<file path="src/rtl/roller_pkg.sv">
// Shared definitions for digit display blocks: step mode encoding and the
// active-low seven-segment pattern table used by every HEX driver.
package roller_pkg;

  typedef enum logic [1:0] {
    HOLD  = 2'b00,
    ROT_L = 2'b01,
    ROT_R = 2'b10,
    SWAP  = 2'b11
  } roller_mode_e;

  // Segment order {g,f,e,d,c,b,a}; a 0 lights the segment.
  function automatic logic [6:0] seg7_encode(input logic [3:0] value);
    logic [6:0] seg;
    case (value)
      4'h0:    seg = 7'h40;
      4'h1:    seg = 7'h79;
      4'h2:    seg = 7'h24;
      4'h3:    seg = 7'h30;
      4'h4:    seg = 7'h19;
      4'h5:    seg = 7'h12;
      4'h6:    seg = 7'h02;
      4'h7:    seg = 7'h78;
      4'h8:    seg = 7'h00;
      4'h9:    seg = 7'h10;
      4'hA:    seg = 7'h08;
      4'hB:    seg = 7'h03;
      4'hC:    seg = 7'h46;
      4'hD:    seg = 7'h21;
      4'hE:    seg = 7'h06;
      default: seg = 7'h0E;
    endcase
    return seg;
  endfunction

endpackage

</file>
<file path="src/rtl/hex7seg.sv">
// Combinational 4-bit to active-low seven-segment decoder; the caller
// registers the result.
module hex7seg
  import roller_pkg::*;
(
  input  logic [3:0] i_digit,
  output logic [6:0] o_seg
);

  assign o_seg = seg7_encode(i_digit);

endmodule

</file>
<file path="src/rtl/digit_roller.sv">
// Holds NUM_DIGITS hex digits, permutes them on prescaled ticks or manual
// steps, and drives one registered active-low seven-segment output per digit.
module digit_roller
  import roller_pkg::*;
#(
  parameter int unsigned                 NUM_DIGITS  = 4,
  parameter int unsigned                 TICK_DIV    = 50_000_000,
  parameter logic [NUM_DIGITS*4-1:0]     RESET_VALUE = 16'h0123,
  parameter int unsigned                 CNT_W       = 8
) (
  input  logic                      CLOCK_50,
  input  logic                      RESET_N,
  input  logic                      run,
  input  logic                      step,
  input  logic [1:0]                mode,
  input  logic                      load,
  input  logic [NUM_DIGITS*4-1:0]   load_data,
  output logic [NUM_DIGITS*4-1:0]   digits,
  output logic [NUM_DIGITS*7-1:0]   hex,
  output logic                      tick,
  output logic [CNT_W-1:0]          step_count
);

  localparam int unsigned DW     = NUM_DIGITS * 4;
  localparam int unsigned SW     = NUM_DIGITS * 7;
  localparam int unsigned PCNT_W = (TICK_DIV > 2) ? $clog2(TICK_DIV) : 1;
  localparam logic [PCNT_W-1:0] PCNT_MAX = PCNT_W'(TICK_DIV - 1);

  logic [DW-1:0]     r_digits;
  logic [PCNT_W-1:0] r_pcnt;
  logic [CNT_W-1:0]  r_cnt;
  logic [SW-1:0]     r_hex;

  roller_mode_e      w_mode;
  logic              w_tick;
  logic              w_step_evt;
  logic              w_apply;
  logic [DW-1:0]     w_perm;
  logic [SW-1:0]     w_seg;

  assign w_mode     = roller_mode_e'(mode);
  assign w_tick     = run & (r_pcnt == PCNT_MAX);
  assign w_step_evt = w_tick | step;
  assign w_apply    = w_step_evt & (w_mode != HOLD);

  always_comb begin
    w_perm = r_digits;
    case (w_mode)
      ROT_L: w_perm = {r_digits[DW-5:0], r_digits[DW-1:DW-4]};
      ROT_R: w_perm = {r_digits[3:0], r_digits[DW-1:4]};
      SWAP: begin
        // With an odd digit count the top digit has no partner and stays put.
        for (int unsigned k = 0; k + 1 < NUM_DIGITS; k += 2) begin
          w_perm[4*k +: 4]     = r_digits[4*(k+1) +: 4];
          w_perm[4*(k+1) +: 4] = r_digits[4*k +: 4];
        end
      end
      default: ;
    endcase
  end

  always_ff @(posedge CLOCK_50 or negedge RESET_N) begin
    if (!RESET_N) begin
      r_digits <= RESET_VALUE;
      r_pcnt   <= '0;
      r_cnt    <= '0;
    end else if (load) begin
      r_digits <= load_data;
      r_pcnt   <= '0;
      r_cnt    <= '0;
    end else begin
      if (run)
        r_pcnt <= (r_pcnt == PCNT_MAX) ? '0 : r_pcnt + 1'b1;
      if (w_step_evt)
        r_digits <= w_perm;
      if (w_apply)
        r_cnt <= r_cnt + 1'b1;
    end
  end

  for (genvar g = 0; g < NUM_DIGITS; g++) begin : g_dec
    hex7seg u_dec (
      .i_digit (r_digits[4*g +: 4]),
      .o_seg   (w_seg[7*g +: 7])
    );
  end

  always_ff @(posedge CLOCK_50 or negedge RESET_N) begin
    if (!RESET_N)
      r_hex <= '1;
    else
      r_hex <= w_seg;
  end

  assign digits     = r_digits;
  assign hex        = r_hex;
  assign tick       = w_tick;
  assign step_count = r_cnt;

endmodule

</file>
<file path="config.mk">
export PLATFORM = sky130hd
export DESIGN_NAME = digit_roller
export DESIGN_NICKNAME = d
export VERILOG_FILES = /design/src/rtl/roller_pkg.sv /design/src/rtl/hex7seg.sv /design/src/rtl/digit_roller.sv
export SDC_FILE = /design/constraint.sdc
export NUM_CORES = 1
export LEC_CHECK = 0
export ABC_AREA = 0
export CAP_MARGIN = 10
export CORE_ASPECT_RATIO = 1.5
export CORE_UTILIZATION = 25
export CTS_CLUSTER_SIZE = 30
export DETAILED_ROUTE_END_ITERATION = 7
export PLACE_DENSITY = 0.51
export SETUP_SLACK_MARGIN = 0.1
export SLEW_MARGIN = 40
export SYNTH_ARGS = -nofsm -noshare
export SYNTH_HDL_FRONTEND = slang
export SYNTH_SLANG_ARGS = --single-unit
</file>
<file path="constraint.sdc">
create_clock -name CLOCK_50 -period 6.6 [get_ports CLOCK_50]
set_input_delay 0.66 -clock CLOCK_50 [delete_from_list [all_inputs] [get_ports CLOCK_50]]
set_output_delay 0.66 -clock CLOCK_50 [all_outputs]
set_load 0.1 [all_outputs]
</file>
==> qor.csv, run 1 <==
stage,metric,value,unit
synth,synth_async_sr_flop_share,100.0,%
finish,nets,578,
finish,nFillCells,1824,
synth,synth_top_area_share,25.59,%
setup_path,crit_path_start,r_pcnt[0],
clocking,cts_resized,0,
setup_path,critPathCaptureType,output port,
sta,period_share,42.17,%
placed_design,dp_slack,3266,ps
routing,routed_wl,12020,microns
setup_path,path_max_fanout,5,
sta,slew_headroom,48.05,%
setup_path,required,5940,ps
finish,drive_gt1_share,22.28,%
grt,grt_max_degree,79,
power,p_switching,803.9,uW
synth,synthCells,464,
sta,hold_viol,0,
sta,fin_crit,2783,ps
power,swShare,43.06,%
floorplan,num_rows,59,
clocking,clk_latency,330,ps
grt,grt_pass1_wl,19220,microns
setup_path,path_class,reg -> out,
finish,antenna_cells,0,
clocking,cts_buffers,9,
synth,synth.largest_area_cell,dfrtp_1,
synth,synth_edf_count,0,
finish,syn2layout_area_growth,22.50,%
sta,rsz0062_at_grt,no,
routing,vias_per_cell,5.078,
synth,avgSynthCellArea,9.694,sq um
synth,synth_seq_cells,78,
synth,syn_area,4498,sq um
clocking,clockRootBuffer,clkbuf_16,
synth,mappedNetlistNets,513,
power,seq_power_share,33.1,%
synth,yosys_most_used_dff,dfrtp_1,
sta,worst_pin_slew,779.2,ps
clocking,cts.path.max_buffers,2,
placed_design,port_buffers,75,
power,power.total,1867,uW
sta,fmax,359.3,MHz
placed_design,place_inst,731,
setup_path,timing.rr.start,r_pcnt[0],
grt,grt_use_total,13.14,%
floorplan,start_util,25.71,%
routing,antenna_left,0,
sta,finalWorstSetupSlack,3817,ps
min_path,hold_class,in -> async,
synth,synthDistinctLibCells,54,
power,combPwrFrac,36.6,%
clocking,clk_pin_slew_worst_paths,60,ps
routing,vias,3793,
floorplan,die-height,166.3,microns
finish,final-instance-count-excl-fill,747,
floorplan,core_area,17500,sq um
placed_design,dp.final_hpwl,8835,microns
finish,finalInstanceArea,5510,sq um
clocking,postCtsHoldBufs,0,
synth,ys_top_cells_by_area,"dfrtp_1 (26%), dfstp_2 (19%), ha_1 (7.2%), nor2_1 (4.5%), o21ai_0 (3.2%)",
routing,wl_per_cell,16.10,microns
setup_path,cp.arrival,2120,ps
floorplan,fp.dieArea,18540,sq um
sta,tns,0,ps
power,ir_worst_vdd,0.1320,mV
clocking,cts_max_level,3,
placed_design,place.gp.congestion,0.7895,
status,violations,design-rule violations,
grt,grt_pass1_vias,3741,
setup_path,start_kind,flop,
synth,synth_warnings,0,
clocking,cts_num_sinks,78,
grt,grt_antenna_before_repair,0,
synth,ys_seq_area_share,44.28,%
clocking,cts_setup_buffers,0,
routing,drt_iter0_drc,186,
power,intPower,1063,uW
routing,detail_route.first_pass.iterations,8,
floorplan,die_x,111.5,microns
clocking,cts_tree,yes,
sta,setup_viol,0,
sta,skew,9.247,ps
floorplan,ioPinCount,76,
run,drv_cap,0,
grt,globalRoute.totalOverflow,0,
routing,drc,8,
power,clockPowerShare,30.2,%
placed_design,place_area,5172,sq um
power,p_per_area,338.8,nW/um^2
sta,drv_slew,0,
power,power_leakage,0.002425,uW
status,status,"complete, but fails checks",
## sequential cells by signal (all words and copies together), names as in the netlist
signal / cells
hex: 28
r_pcnt: 26
digits: 16
step_count: 8
## placed cells by master, fill, tap and decap left out, types with 3 or more instances in the layout
| master | Yosys | layout |
|---|---|---|
| a21o_1 | 10 | 10 |
| a21oi_1 | 20 | 20 |
| a221oi_1 | 8 | 8 |
| a22o_1 | 4 | 4 |
| and2_1 | 3 | 3 |
| buf_2 | 2 | 54 |
| clkbuf_16 | 0 | 10 |
| clkdlybuf4s50_1 | 0 | 20 |
| dfrtp_1 | 46 | 46 |
| dfstp_2 | 32 | 32 |
| ha_1 | 26 | 26 |
| inv_1 | 23 | 23 |
| mux2i_1 | 12 | 12 |
| mux4_2 | 4 | 4 |
| nand2_1 | 31 | 31 |
| nand3_1 | 17 | 17 |
| nand4_1 | 12 | 12 |
| nor2_1 | 54 | 53 |
| nor2b_1 | 5 | 5 |
| nor3_1 | 4 | 4 |
| nor4_1 | 5 | 5 |
| nor4b_1 | 4 | 4 |
| o211ai_1 | 3 | 3 |
| o21ai_0 | 29 | 29 |
| o22a_1 | 16 | 16 |
| o22ai_1 | 8 | 8 |
| o31ai_1 | 3 | 3 |
| or2_2 | 3 | 3 |
| or3_1 | 10 | 10 |
| xnor2_1 | 4 | 4 |
| xor2_1 | 14 | 14 |
## worst paths after layout
check,slack [ps],endpoint,cells after the start
setup / recovery,3820,tick,6
hold / removal,340,r_pcnt[21],1
setup reg to reg,3880,digits[14],6
hold reg to reg,530,r_pcnt[21],1
max in group asynchronous,5740,step_count[0],1
min in group CLOCK_50,530,r_pcnt[21],1
## cells by family after synthesis
kind of cell,after synthesis,share of synthesized area (%)
xor+xnor,18,3.505
buf+inv,47,4.144
simple gates,164,18.50
fa+ha+maj,26,7.232
flops,78,44.28
mux,17,4.924
compound gates,114,17.41
## worst max-delay path, stage by stage (launching register included)
cell     delay [ps]
dfrtp_1         400
ha_1            240
nand4_2         190
nor2_1          240
nand4_1         140
nor2_1          140
buf_2           440
## metrics by stage
step | utilization, % | hold slack [ps]
2_1_floorplan | - | 364.4
3_3_place_gp | 31.04 | 513.9
3_5_place_dp | 29.56 | 530.4
4_1_cts | 31.52 | 407.1
5_1_grt | 31.50 | 426.1
6_report | 31.50 | 342.5
## power by group through the flow
stage,Combinational [uW],Clock [uW],Sequential (uW)
finish,684,564,619
detailed placement,688,0,629
CTS,689,582,621
floorplan,167,0,1030
global placement,733,0,629
global route,713,607,629
## cell type report
cell class	instances	area, sq um	share of cell area [%]
Tap cell	213	266.5	4.837
Multi-Input combinational cell	339	2322	42.14
Timing Repair Buffer	77	496.7	9.015
Inverter	24	90.09	1.635
Sequential cell	78	1992	36.15
Clock inverter	4	75.07	1.362
Clock buffer	12	267.8	4.859
## routing by layer
metal | wire length [microns] | global-route usage [%] | vias up
met5 | 0 | 0 | -
met4 | 173 | 4.935 | 0
met3 | 509 | 2.664 | 14
met2 | 6399 | 23.45 | 107
met1 | 4942 | 15.35 | 1867
li1 | - | - | 1805
## synthesized netlist by cell type, types with 2 or more instances
master    number
or3_1         10
nand2_1       31
a31oi_1        2
o31ai_1        3
buf_2          2
nor4b_1        4
or4_1          2
nand3_1       17
xnor2_1        4
xor2_1        14
o22a_1        16
a21oi_1       20
o211ai_1       3
and3_1         2
mux4_2         4
dfstp_2       32
o32ai_1        2
or2_2          3
a221oi_1       8
nor2_1        54
nand4b_1       2
dfrtp_1       46
ha_1          26
nor2b_1        5
nand4_1       12
o22ai_1        8
o21ai_0       29
inv_1         23
nor3_1         4
clkbuf_1      20
a22o_1         4
nand3b_1       2
a21o_1        10
mux2i_1       12
nand2b_1       2
and2_1         3
nor4_1         5
nor4bb_1       2
No activity file was read; power rests on OpenSTA's default activity.
==> run 2: changes to the inputs <==
PLACE_DENSITY = 0.52   (was 0.51)
clock period = 2.4 ns   (was 6.6 ns; I/O delays follow)
==> qor.csv, run 2 (synthesized netlist as in run 1, its figures left out) <==
stage,metric,value,unit,change
setup_path,path_delay_family,simple AND/OR/NAND/NOR gates,,unchanged
finish,antenna_cells,0,,unchanged
clocking,cts_setup_buffers,0,,unchanged
clocking,cts_buffers,9,,unchanged
routing,detail_route.first_pass.iterations,6,,was 8
setup_path,cp_cell_sequence,ha_4 > nand4_4 > or4_1 > o21a_4 > or3_1 > a21oi_1,,was ha_1 > nand4_2 > nor2_1 > nand4_1 > nor2_1 > buf_2
power,swShare,43.52,%,was 43.06%
finish,multi_input_area,2352,sq um,was 2322 sq um
sta,slew_headroom,51.85,%,was 48.05%
sta,rsz0062_at_grt,no,,unchanged
grt,grt_max_degree,60,,was 79
setup_path,worst-path-buf-inv,0,,was 1
power,power.total,5141,uW,was 1867 uW
power,p_switching,2238,uW,was 803.9 uW
grt,grt_use_total,13.94,%,was 13.14%
clocking,clk_latency,340,ps,was 330 ps
setup_path,critPathCaptureType,flop,,was output port
status,status,"complete, but fails checks",,unchanged
clocking,clk_pin_slew_worst_paths,60,ps,about the same
clocking,clockRootBuffer,clkbuf_16,,unchanged
setup_path,max_stage_delay,580,ps,was 440 ps
floorplan,start_util,25.71,%,unchanged
setup_path,cp_slowest_cell,or4_1,,was buf_2
sta,setup_viol,0,,unchanged
grt,grt_pass1_vias,3911,,was 3741
finish,nFillCells,1803,,was 1824
routing,vias_per_cell,5.146,,was 5.078
setup_path,required,2660,ps,was 5940 ps
power,seq_power_share,33.2,%,was 33.1%
sta,skew,5.492,ps,was 9.247 ps
sta,fin_crit,2186,ps,
finish,layout_common_cells,"buf_4 (67), nor2_1 (52), dfrtp_1 (46)",,"was buf_2 (54), nor2_1 (53), dfrtp_1 (46)"
power,combPwrFrac,38.7,%,was 36.6%
power,intPower,2904,uW,was 1063 uW
grt,grt_pass1_wl,20240,microns,was 19220 microns
setup_path,path_max_fanout,15,,was 5
setup_path,path_class,reg -> reg,,was reg -> out
routing,vias,3916,,was 3793
sta,drv_slew,0,,unchanged
placed_design,dp.final_hpwl,9386,microns,was 8835 microns
power,p_per_area,889.6,nW/um^2,was 338.8 nW/um^2
routing,antenna_left,0,,unchanged
finish,largest_register_ffs,28,,unchanged
run,drv_cap,0,,unchanged
floorplan,ioPinCount,76,,unchanged
clocking,cts_tree,yes,,unchanged
routing,drc,7,,was 8
clocking,cts_num_sinks,78,,unchanged
clocking,cts_max_level,3,,unchanged
routing,drt_iter0_drc,154,,was 186
floorplan,num_rows,59,,unchanged
floorplan,die_x,111.5,microns,unchanged
setup_path,cp.arrival,2450,ps,was 2120 ps
sta,period_share,91.08,%,
power,power_leakage,0.002521,uW,was 0.002425 uW
finish,syn2layout_area_growth,28.48,%,was 22.50%
sta,hold_viol,0,,unchanged
grt,globalRoute.totalOverflow,0,,unchanged
finish,drive_gt1_share,24.45,%,was 22.28%
finish,nets,592,,was 578
status,violations,design-rule violations,,unchanged
sta,worst_pin_slew,719.6,ps,was 779.2 ps
finish,layout_commonest_cell,buf_4,,was buf_2
grt,grt_antenna_before_repair,0,,unchanged
routing,wl_per_cell,16.45,microns,was 16.10 microns
clocking,cts.path.max_buffers,2,,unchanged
setup_path,start_kind,flop,,unchanged
finish,area.sequential,1992,sq um,unchanged
routing,routed_wl,12520,microns,was 12020 microns
sta,fmax,457.5,MHz,
floorplan,fp.dieArea,18540,sq um,unchanged
placed_design,place.gp.congestion,0.8810,,was 0.7895
sta,tns,0,ps,unchanged
placed_design,port_buffers,75,,unchanged
min_path,hold_class,in -> async,,unchanged
power,clockPowerShare,28.1,%,was 30.2%
floorplan,die-height,166.3,microns,unchanged
power,ir_worst_vdd,0.2840,mV,was 0.1320 mV
floorplan,core_area,17500,sq um,unchanged
-- run 2: cell types whose count changed in the layout (fill, tap and decap cells not counted), sizes merged, moves of 2 or more --
cell | before | now
clkinv | 1 | 3
inv | 25 | 23
buf | 57 | 69
bufinv | 2 | 0
-- run 2: power by group through the flow --
stage / Combinational [uW] / Sequential, uW / Clock, uW
6_report: 1990 / 1710 / 1440
3_5_place_dp: 2000 / 1740 / 0
2_1_floorplan: 460 / 2820 / 0
4_1_cts: 2000 / 1710 / 1480
3_3_place_gp: 1980 / 1730 / 0
5_1_grt: 2080 / 1740 / 1540
-- run 2: final timing paths --
path | from | slack, ps | endpoint | cells after the start
setup / recovery | r_pcnt[0] | 210 | step_count[5] | 6
hold / removal | RESET_N | 430 | r_pcnt[11] | 2
setup reg to reg | r_pcnt[0] | 210 | step_count[5] | 6
hold reg to reg | r_pcnt[21] | 530 | r_pcnt[21] | 1
max in group asynchronous | RESET_N | 1300 | hex[2] | 3
min in group CLOCK_50 | r_pcnt[21] | 530 | r_pcnt[21] | 1
-- run 2: final cells by class --
class | instances | share of cell area (%)
Sequential cell | 78 | 34.47
Clock buffer | 13 | 5.239
Multi-Input combinational cell | 339 | 40.70
Inverter | 24 | 1.559
Timing Repair Buffer | 91 | 13.05
Tap cell | 213 | 4.611
Clock inverter | 3 | 0.3680
-- run 2: per-layer routing --
metal  track usage (%)  routed length [microns]  vias up
li1                  -                        -     1830
met1             16.23                     5003     1943
met2             24.57                     6583      115
met3             2.153                      529       28
met4             7.168                      400        0
met5                 0                        0        -
-- run 2: worst reg2reg max path: stages, from the launching register on --
cell and delay [ps]:
dfrtp_1 430, ha_4 190, nand4_4 130, or4_1 580, o21a_4 280, or3_1 360
a21oi_1 150
-- run 2: timing repair --
action / in CTS / in global routing
resized for setup: 0 / 4
hold buffers: 0 / 1
endpoints found under the hold margin: 0 / 46
setup endpoints to repair: 0 / 24
-- run 2: through the flow --
stage          hold WS, ps  utilization, %  setup WS, ps  instance area (sq um)  std cells
3_5_place_dp         380.5           30.94         144.7                   5414        744
2_1_floorplan       -55.59               -         209.4                   4501        464
5_1_grt              490.0           33.03         109.2                   5779        761
3_3_place_gp         368.7           30.93         193.5                   5411        744
6_report             430.5           33.03         214.0                   5779        761
4_1_cts              20.59           32.80         132.6                   5738        760
==> run 3: changes to the inputs <==
CORE_MARGIN = 1   (was default)
==> results of run 3 <==
Final layout, timing and power as in run 2 (identical DEF).
